File: src/rtl/alu_nibble_seq_if.sv
// Request/result bundle between microcode decode (master) and the
// nibble-serial ALU sequencer (slave).
interface alu_nibble_seq_if;
  logic       start;
  logic [2:0] op;
  logic [7:0] a;
  logic [7:0] b;
  logic       cin;
  logic       cancel;
  logic       ready;
  logic       done;
  logic [7:0] result;
  logic       flag_z;
  logic       flag_n;
  logic       flag_h;
  logic       flag_c;

  modport master (
    output start, op, a, b, cin, cancel,
    input  ready, done, result, flag_z, flag_n, flag_h, flag_c
  );

  modport slave (
    input  start, op, a, b, cin, cancel,
    output ready, done, result, flag_z, flag_n, flag_h, flag_c
  );
endinterface

File: src/rtl/alu_nibble_seq.sv
// Nibble-serial 8-bit ALU sequencer: low nibble pass, then high nibble pass
// with the half-carry chained between them. Fixed two-cycle latency for all
// ops; result and flags only change on the done pulse.
//
//   state  | meaning
//   IDLE   | ready for a request
//   LO     | computing low nibble, capturing half-carry
//   HI     | computing high nibble, registering result/flags, pulsing done
module alu_nibble_seq #(
  parameter bit ALLOW_B2B = 1'b0
) (
  input  logic            clk,
  input  logic            nreset,
  alu_nibble_seq_if.slave bus
);

  localparam logic [2:0] OP_ADD = 3'd0;
  localparam logic [2:0] OP_ADC = 3'd1;
  localparam logic [2:0] OP_SUB = 3'd2;
  localparam logic [2:0] OP_SBC = 3'd3;
  localparam logic [2:0] OP_AND = 3'd4;
  localparam logic [2:0] OP_XOR = 3'd5;
  localparam logic [2:0] OP_OR  = 3'd6;
  localparam logic [2:0] OP_CP  = 3'd7;

  typedef enum logic [1:0] {
    S_IDLE = 2'd0,
    S_LO   = 2'd1,
    S_HI   = 2'd2
  } state_t;

  state_t     state_q, state_d;
  logic [2:0] op_q;
  logic [7:0] a_q, b_q;
  logic       cin_q;
  logic [3:0] lo_q;
  logic       hc_q;
  logic [7:0] result_q;
  logic       z_q, n_q, h_q, c_q;
  logic       done_q;

  logic       accept;
  logic       lo_we;
  logic       fin;
  logic       ready;
  logic       is_add, is_sub;
  logic       lo_ci;
  logic [4:0] lo_sum, hi_sum;
  logic [7:0] diff;

  // One 4-bit pass. For subtract-type ops the B nibble is inverted and ci is
  // the "no borrow" carry, so the raw carry out chains directly into the
  // next pass.
  function automatic logic [4:0] nib_op(input logic [2:0] op,
                                        input logic [3:0] x,
                                        input logic [3:0] y,
                                        input logic       ci);
    logic [4:0] s;
    s = 5'd0;
    case (op)
      OP_ADD, OP_ADC:        s = {1'b0, x} + {1'b0, y}  + {4'd0, ci};
      OP_SUB, OP_SBC, OP_CP: s = {1'b0, x} + {1'b0, ~y} + {4'd0, ci};
      OP_AND:                s = {1'b0, x & y};
      OP_XOR:                s = {1'b0, x ^ y};
      default:               s = {1'b0, x | y};
    endcase
    return s;
  endfunction

  // Operation class decode and both nibble passes from the latched request.
  always_comb begin
    is_add = (op_q == OP_ADD) || (op_q == OP_ADC);
    is_sub = (op_q == OP_SUB) || (op_q == OP_SBC) || (op_q == OP_CP);
    lo_ci  = 1'b0;
    case (op_q)
      OP_ADC:        lo_ci = cin_q;
      OP_SBC:        lo_ci = ~cin_q;
      OP_SUB, OP_CP: lo_ci = 1'b1;
      default:       lo_ci = 1'b0;
    endcase
    lo_sum = nib_op(op_q, a_q[3:0], b_q[3:0], lo_ci);
    hi_sum = nib_op(op_q, a_q[7:4], b_q[7:4], hc_q);
    diff   = {hi_sum[3:0], lo_q};
  end

  // Next-state and control decode; cancel beats a back-to-back start in HI.
  always_comb begin
    state_d = state_q;
    ready   = 1'b0;
    accept  = 1'b0;
    lo_we   = 1'b0;
    fin     = 1'b0;
    case (state_q)
      S_IDLE: begin
        ready = 1'b1;
        if (bus.start) begin
          accept  = 1'b1;
          state_d = S_LO;
        end
      end
      S_LO: begin
        if (bus.cancel) begin
          state_d = S_IDLE;
        end else begin
          lo_we   = 1'b1;
          state_d = S_HI;
        end
      end
      S_HI: begin
        ready = ALLOW_B2B;
        if (bus.cancel) begin
          state_d = S_IDLE;
        end else begin
          fin = 1'b1;
          if (ALLOW_B2B && bus.start) begin
            accept  = 1'b1;
            state_d = S_LO;
          end else begin
            state_d = S_IDLE;
          end
        end
      end
      default: state_d = S_IDLE;
    endcase
  end

  // State register.
  always_ff @(posedge clk or negedge nreset) begin
    if (!nreset) state_q <= S_IDLE;
    else         state_q <= state_d;
  end

  // Request capture at acceptance and low-pass result/half-carry.
  always_ff @(posedge clk or negedge nreset) begin
    if (!nreset) begin
      op_q  <= 3'd0;
      a_q   <= 8'd0;
      b_q   <= 8'd0;
      cin_q <= 1'b0;
      lo_q  <= 4'd0;
      hc_q  <= 1'b0;
    end else begin
      if (accept) begin
        op_q  <= bus.op;
        a_q   <= bus.a;
        b_q   <= bus.b;
        cin_q <= bus.cin;
      end
      if (lo_we) begin
        lo_q <= lo_sum[3:0];
        hc_q <= lo_sum[4];
      end
    end
  end

  // Result and flags update only when the high pass completes.
  always_ff @(posedge clk or negedge nreset) begin
    if (!nreset) begin
      result_q <= 8'd0;
      z_q      <= 1'b0;
      n_q      <= 1'b0;
      h_q      <= 1'b0;
      c_q      <= 1'b0;
      done_q   <= 1'b0;
    end else begin
      done_q <= fin;
      if (fin) begin
        result_q <= (op_q == OP_CP) ? a_q : diff;
        z_q      <= (diff == 8'd0);
        n_q      <= is_sub;
        h_q      <= is_add ? hc_q : (is_sub ? ~hc_q : (op_q == OP_AND));
        c_q      <= is_add ? hi_sum[4] : (is_sub ? ~hi_sum[4] : 1'b0);
      end
    end
  end

  assign bus.ready  = ready;
  assign bus.done   = done_q;
  assign bus.result = result_q;
  assign bus.flag_z = z_q;
  assign bus.flag_n = n_q;
  assign bus.flag_h = h_q;
  assign bus.flag_c = c_q;

endmodule

File: src/flat_wrapper.sv
// flat-port wrapper written by rule: the top's interface ports become plain ports
module alu_nibble_seq_flat 
#(
  parameter bit ALLOW_B2B = 1'b0
)
  (clk, nreset, bus_start, bus_op, bus_a, bus_b, bus_cin, bus_cancel, bus_ready, bus_done, bus_result, bus_flag_z, bus_flag_n, bus_flag_h, bus_flag_c);
  alu_nibble_seq_if bus_i ();
  input  logic clk;
  input  logic nreset;
  input wire logic [$bits(bus_i.start)-1:0] bus_start;
  input wire logic [$bits(bus_i.op)-1:0] bus_op;
  input wire logic [$bits(bus_i.a)-1:0] bus_a;
  input wire logic [$bits(bus_i.b)-1:0] bus_b;
  input wire logic [$bits(bus_i.cin)-1:0] bus_cin;
  input wire logic [$bits(bus_i.cancel)-1:0] bus_cancel;
  output wire logic [$bits(bus_i.ready)-1:0] bus_ready;
  output wire logic [$bits(bus_i.done)-1:0] bus_done;
  output wire logic [$bits(bus_i.result)-1:0] bus_result;
  output wire logic [$bits(bus_i.flag_z)-1:0] bus_flag_z;
  output wire logic [$bits(bus_i.flag_n)-1:0] bus_flag_n;
  output wire logic [$bits(bus_i.flag_h)-1:0] bus_flag_h;
  output wire logic [$bits(bus_i.flag_c)-1:0] bus_flag_c;
  assign bus_i.start = bus_start;
  assign bus_i.op = bus_op;
  assign bus_i.a = bus_a;
  assign bus_i.b = bus_b;
  assign bus_i.cin = bus_cin;
  assign bus_i.cancel = bus_cancel;
  assign bus_ready = bus_i.ready;
  assign bus_done = bus_i.done;
  assign bus_result = bus_i.result;
  assign bus_flag_z = bus_i.flag_z;
  assign bus_flag_n = bus_i.flag_n;
  assign bus_flag_h = bus_i.flag_h;
  assign bus_flag_c = bus_i.flag_c;
  alu_nibble_seq #(.ALLOW_B2B(ALLOW_B2B)) u_core (.clk(clk), .nreset(nreset), .bus(bus_i));
endmodule
File: config.mk
export PLATFORM = sky130hd
export DESIGN_NAME = alu_nibble_seq_flat
export DESIGN_NICKNAME = d
export VERILOG_FILES = /design/src/rtl/alu_nibble_seq_if.sv /design/src/rtl/alu_nibble_seq.sv /design/src/flat_wrapper.sv
export SDC_FILE = /design/constraint.sdc
export NUM_CORES = 1
export LEC_CHECK = 0
export BUFFER_PORTS_ARGS = -buffer_cell sky130_fd_sc_hd__buf_2
export CORE_MARGIN = 2
export CORE_UTILIZATION = 25
export CTS_CLUSTER_SIZE = 20
export DETAILED_ROUTE_END_ITERATION = 12
export HOLD_SLACK_MARGIN = 0.08
export PLACE_DENSITY = 0.52
export SLEW_MARGIN = 20
export SYNTH_ARGS = -nofsm -noshare
export SYNTH_HDL_FRONTEND = slang
export SYNTH_SLANG_ARGS = --single-unit
export TNS_END_PERCENT = 20
File: constraint.sdc
create_clock -name clk -period 3.8 [get_ports clk]
set_clock_uncertainty 0.1 [all_clocks]
set_input_delay 0.38 -clock clk [delete_from_list [all_inputs] [get_ports clk]]
set_output_delay 0.38 -clock clk [all_outputs]
set_load 0.005 [all_outputs]
# Word level (Yosys, flattened, before mapping)
# Cells that the tools add are included.
[totals] register_bits=40 inputBits=24 out_inout_bits=14 word_cells=67
[op_classes] addsub=8 eq_ne=9 muxes=17 bitwise_logic=11 reduce_logical=9
[op_table] operator="$pmux 5 s4" count=2
[op_table] operator="$add 4x4->5" count=4
[op_table] operator="$add 5x1->5" count=4
[op_table] operator="$mux 1" count=10
[op_table] operator="$eq 3x3->1 const B" count=3
[op_table] operator="$and 4x4->4" count=2
[op_table] operator="$logic_not 8->1" count=1
[op_table] operator="$mux 8" count=1
[op_table] operator="$not 4->4" count=2
[op_table] operator="$or 4x4->4" count=2
[op_table] operator="$xor 4x4->4" count=2
[op_table] operator="$eq 3x2->1 const B" count=2
[op_table] operator="$mux 2" count=2
[op_table] operator="$pmux 2 s2" count=1
[op_table] operator="$reduce_or 2->1" count=2
[op_table] operator="$eq 3x1->1 const B" count=1
[op_table] operator="$logic_not 3->1" count=1
[op_table] operator="$logic_or 1x1->1" count=3
[op_table] operator="$not 1->1" count=3
[op_table] operator="$pmux 1 s3" count=1
[op_table] operator="$reduce_or 3->1" count=1
[op_table] operator="$eq 2x1->1 const B" count=1
[op_table] operator="$eq 2x2->1 const B" count=1
[op_table] operator="$logic_not 2->1" count=1
[op_table] operator="$ne 2x2->1 const B" count=1

# Logic depth before layout (Yosys ltp)
[logic_depth] ltp_word=7 mapped_depth=12 ltp_nobuf=11

# Worst setup path before layout
# Ideal clock, no wire load.
[synth_path] kind="reg-to-reg" start="reg u_core.op_q[0]" end="reg u_core.lo_q[2]" setup_time_ps=125 t_arrival_ps=2367 required_time_ps=3575 setup_slack_ps=1208 path_stages_with_launch=11 path_buffers=2 synth_period_minus_slack_ps=2592 cell_sequence="dfrtp_1 > buf_6 > buf_2 > a211oi_1 > a21oi_1 > fa_1 > fa_1 > xnor2_1 > a21oi_1 > o21ai_0 > mux2_2"
[synth_via] elab_chain_len=5 elab_cells_between_ends=14 cone_classes="2 x add/sub; 6 x eq/ne; 2 x mux; 4 x reduce/logical"
[synth_rtl] item="start, declared" line_no="alu_nibble_seq.sv:33" source="logic [2:0] op_q;"
[synth_rtl] item="start signal, assigned" line_no="alu_nibble_seq.sv:144" source="op_q <= bus.op;"
[synth_rtl] item="$eq 3x3->1 or $eq 3x2->1 (tied branches)" line_no="alu_nibble_seq.sv:60, alu_nibble_seq.sv:75"
[synth_rtl] item="$reduce_or 2->1" line_no="alu_nibble_seq.sv:75" source="case (op_q)"
[synth_rtl] item="$pmux 1 s3" line_no="alu_nibble_seq.sv:75"
[synth_rtl] item="$add 5x1->5 (on tied branches)" line_no="alu_nibble_seq.sv:62, alu_nibble_seq.sv:61"
[synth_rtl] item="$pmux 5 s4 *" line_no="alu_nibble_seq.sv:60" source="case (op)"
[synth_rtl] item="end signal, assigned" line_no="alu_nibble_seq.sv:150" source="lo_q <= lo_sum[3:0];"
[synth_rtl] item="end, declared" line_no="alu_nibble_seq.sv:36" source="logic [3:0] lo_q;"
# Every way passes the cells marked *; elsewhere a longest branch is shown, timed or not.
# A chain may end at the register's enable or synchronous reset.

# Worst setup path after layout
[layout_path] start="reg u_core.op_q[1]" end="reg u_core.lo_q[2]"
# Same word-level chain as after synthesis.

==> flow_summary.yaml <==
global_route:
  global_route.usage.total: 0.125
  number_of_antenna_violations_at_the_first_check_in_global_routing: 0
  first_global_vias: 2236
  grt_overflow: 0
  grt_first_pass_wirelength_mm: 11.4
  grt_max_degree: 41
critical_path:
  crit_required_ns: 3.89
  cp_cell_sequence: "nor2_1, nand2_1, nand2_1, a21oi_1, fa_1, fa_1, xnor2_1, a21oi_1, o21ai_0, mux2_2"
  crit_path_end_kind: "flop"
  timing.critical_path.arrival_ns: 3.19
  crit_path_max_incr_delay_ns: 0.64
  cell_with_the_biggest_individual_delay_on_the_critical_path: "sky130_fd_sc_hd__dfrtp_1"
  timing_worst_setup_path_type: "flop to flop"
  cp_max_fo: 19
  crit_path_start_kind: "flop"
die:
  core_area_um2: 10700
  floorplan.initialDensity: 0.253
  die-width_um: 108
  floorplan.io_pins: 38
  rows: 38
  die_ht_um: 108
  dieArea_um2: 11700
synth:
  synth-seq-area-share: 0.368
  post_synthesis_cell_count: 298
  syn_nets: 352
  dominantRegCellSynth: "sky130_fd_sc_hd__dfrtp_1"
  postSynth.asyncResetShare: 1.00
  synth_cell_types: 48
  avgSynthCellArea_um2: 9.12
  yosys_warnings: 0
  ys_seq_elements: 40
  synth.cell_area_um2: 2720
  synth-edff-count: 0
sta:
  timing.final.max_slew_violations: 0
  fin_crit_ns: 3.09
  worst_slew_pin_slew_ns: 0.935
  clock.fmax_mhz: 323
  setup_violations: 0
  slew_headroom: 0.376
  final_hold_viol_count: 0
  period_share: 0.814
  final.setup.tns_ns: 0
  unrepaired_setup_endpoints_after_global_routing: "no"
  finalWorstSetupSlack_ns: 0.705
detailed_routing:
  wire_per_inst_um: 14.3
  via_count: 2165
  vias_per_cell: 4.59
  post-route-drc-count: 0
  dr.pass1.iters: 4
  route.antenna.remaining_nets: 0
  routed_wirelength_mm: 6.76
  dr.first_iter.drc_count: 178
cts:
  hold_bufs_inserted_after_cts: 0
  cts_tree: "yes"
  post-cts-setup-buffers: 0
  cts-resized-gates: 0
  h_tree_lvls: 2
  clock-sinks: 40
  root_buffer_cell: "sky130_fd_sc_hd__clkbuf_8"
  clkLatencyLatePin_ns: 0.31
  clock_path_buffers: 2
  cts_made_buffers: 5
  clk_pin_slew_worst_paths_ns: 0.09
final_layout:
  design.final.nets: 385
  final_util: 0.291
  antenna_cells_inserted: 0
  drive_gt1_frac: 0.178
  flow.area_growth_from_synthesis_pct: 14.8
power_and_ir_drop:
  leakage_nw: 1.49
  power.total_mw: 1.79
  power_per_cell_area_nw_per_um2: 574
  ir_worst_vdd_uv: 157
placement:
  dpl.hpwl_mm: 5.13
  port-buffer-count: 37
  routabilityCongestion: 0.881
  post_place_setup_slack_ns: 0.802
run_status:
  outcome: "complete, no violations"
flow_run:
  maxCapViolations: 0
min_path:
  worst_hold_path_type: "input pin to asynchronous set/reset pin"
critical path: cells and delay by family (launching register included):
kind / cells / cell delay, ns
AND/OR/NAND/NOR: 3 / 0.60
flip-flops: 1 / 0.64
AO/OA/AOI/OAI: 3 / 0.37
XOR/XNOR: 1 / 0.14
multiplexers: 1 / 0.28
adder cells (fa/ha/maj): 2 / 0.86
synth_stat cells (all sizes together) (2+ instances only):
| library cell | number | area share |
|---|---|---|
| inv | 25 | 0.035 |
| buf | 10 | 0.029 |
| nor3 | 3 | 0.0055 |
| ha | 22 | 0.10 |
| nor4 | 3 | 0.0069 |
| o2bb2ai | 2 | 0.0087 |
| dfrtp | 40 | 0.37 |
| and2 | 3 | 0.0069 |
| a31oi | 2 | 0.0046 |
| a21o | 5 | 0.014 |
| mux2 | 3 | 0.012 |
| xor2 | 3 | 0.0097 |
| nand3 | 4 | 0.0074 |
| a211oi | 7 | 0.019 |
| o21ai | 36 | 0.066 |
| mux2i | 2 | 0.0074 |
| clkbuf | 5 | 0.0069 |
| nor2b | 3 | 0.012 |
| xnor2 | 3 | 0.0097 |
| o221ai | 2 | 0.0064 |
| and3 | 3 | 0.0069 |
| a21oi | 23 | 0.042 |
| o21bai | 3 | 0.0083 |
| nand2b | 3 | 0.0097 |
| nor2 | 19 | 0.026 |
| fa | 8 | 0.059 |
| nand2 | 42 | 0.058 |
layout by cell type, fill, tap and decap left out, types with 2 or more instances in the layout:
cell,n
sky130_fd_sc_hd__a211oi_1,7
sky130_fd_sc_hd__a21o_1,5
sky130_fd_sc_hd__a21oi_1,23
sky130_fd_sc_hd__a31oi_1,2
sky130_fd_sc_hd__and2_1,3
sky130_fd_sc_hd__and3_1,3
sky130_fd_sc_hd__buf_2,37
sky130_fd_sc_hd__buf_4,4
sky130_fd_sc_hd__clkbuf_8,5
sky130_fd_sc_hd__dfrtp_1,40
sky130_fd_sc_hd__fa_1,8
sky130_fd_sc_hd__ha_1,22
sky130_fd_sc_hd__inv_1,24
sky130_fd_sc_hd__mux2_2,3
sky130_fd_sc_hd__mux2i_1,2
sky130_fd_sc_hd__nand2_1,42
sky130_fd_sc_hd__nand2b_1,2
sky130_fd_sc_hd__nand3_1,4
sky130_fd_sc_hd__nor2_1,19
sky130_fd_sc_hd__nor2b_4,2
sky130_fd_sc_hd__nor3_1,3
sky130_fd_sc_hd__nor4_1,3
sky130_fd_sc_hd__o21ai_0,30
sky130_fd_sc_hd__o21ai_1,6
sky130_fd_sc_hd__o21bai_1,3
sky130_fd_sc_hd__o221ai_1,2
sky130_fd_sc_hd__xnor2_1,3
sky130_fd_sc_hd__xor2_1,3
routing by layer:
metal / vias to the layer above / GRT usage / part of all wire
li1: 1085 / - / -
met1: 1013 / 0.178 / 0.51
met2: 57 / 0.186 / 0.42
met3: 10 / 0.0313 / 0.055
met4: 0 / 0.0403 / 0.013
met5: - / 0 / 0
path summary, 6_finish.rpt:
path | from | endpoint | slack [ns] | cells after the start
setup / recovery | u_core.op_q[1] | u_core.lo_q[2] | 0.71 | 10
hold / removal | nreset | u_core.b_q[6] | 0.11 | 1
setup reg to reg | u_core.op_q[1] | u_core.lo_q[2] | 0.71 | 10
hold reg to reg | u_core.bus.flag_c | u_core.bus.flag_c | 0.37 | 2
max in group asynchronous | nreset | u_core.hc_q | 2.90 | 1
min in group clk | bus_b[6] | u_core.b_q[6] | 0.17 | 3
area by class of cell:
| cell class | count | area, um^2 |
|---|---|---|
| fillers | 1195 | 7620 |
| multi-input cells | 218 | 1520 |
| flip-flops and latches | 40 | 1000 |
| repair buffers | 41 | 215 |
| well taps | 140 | 175 |
| inverters | 25 | 96.3 |
| clock buffers | 5 | 68.8 |
| clock inverters | 3 | 42.5 |
power by group:
group	switching (mW)	leakage, nW	total, mW	internal, mW
Sequential	0.110	0.501	0.656	0.545
Combinational	0.427	0.936	0.771	0.344
Clock	0.170	0.0541	0.365	0.195
per-stage QoR:
stage	hold slack [ns]	instances	cell area [um^2]
3_5_place_dp	0.359	464	3010
5_1_grt	0.176	472	3120
2_1_floorplan	-0.0156	298	2720
6_report	0.114	472	3120
3_3_place_gp	0.352	464	3010
4_1_cts	0.145	472	3120
sequential cells by signal, indices dropped and copies added, names as in the netlist:
name               flops
u_core.b_q             8
u_core.cin_q           1
u_core.bus.flag_h      1
u_core.bus.flag_n      1
u_core.bus.result      8
u_core.state_q         2
u_core.hc_q            1
u_core.a_q             8
u_core.op_q            3
u_core.bus.flag_z      1
u_core.bus.done        1
u_core.bus.flag_c      1
u_core.lo_q            4
cell families after synthesis:
group | Yosys count | share of synthesized area
compound gates | 92 | 0.215
xor+xnor | 6 | 0.0193
fa+ha+maj | 30 | 0.160
buf+inv | 40 | 0.0718
flops | 40 | 0.368
mux | 5 | 0.0198
simple gates | 85 | 0.145
No activity file was read; power rests on OpenSTA's default activity.
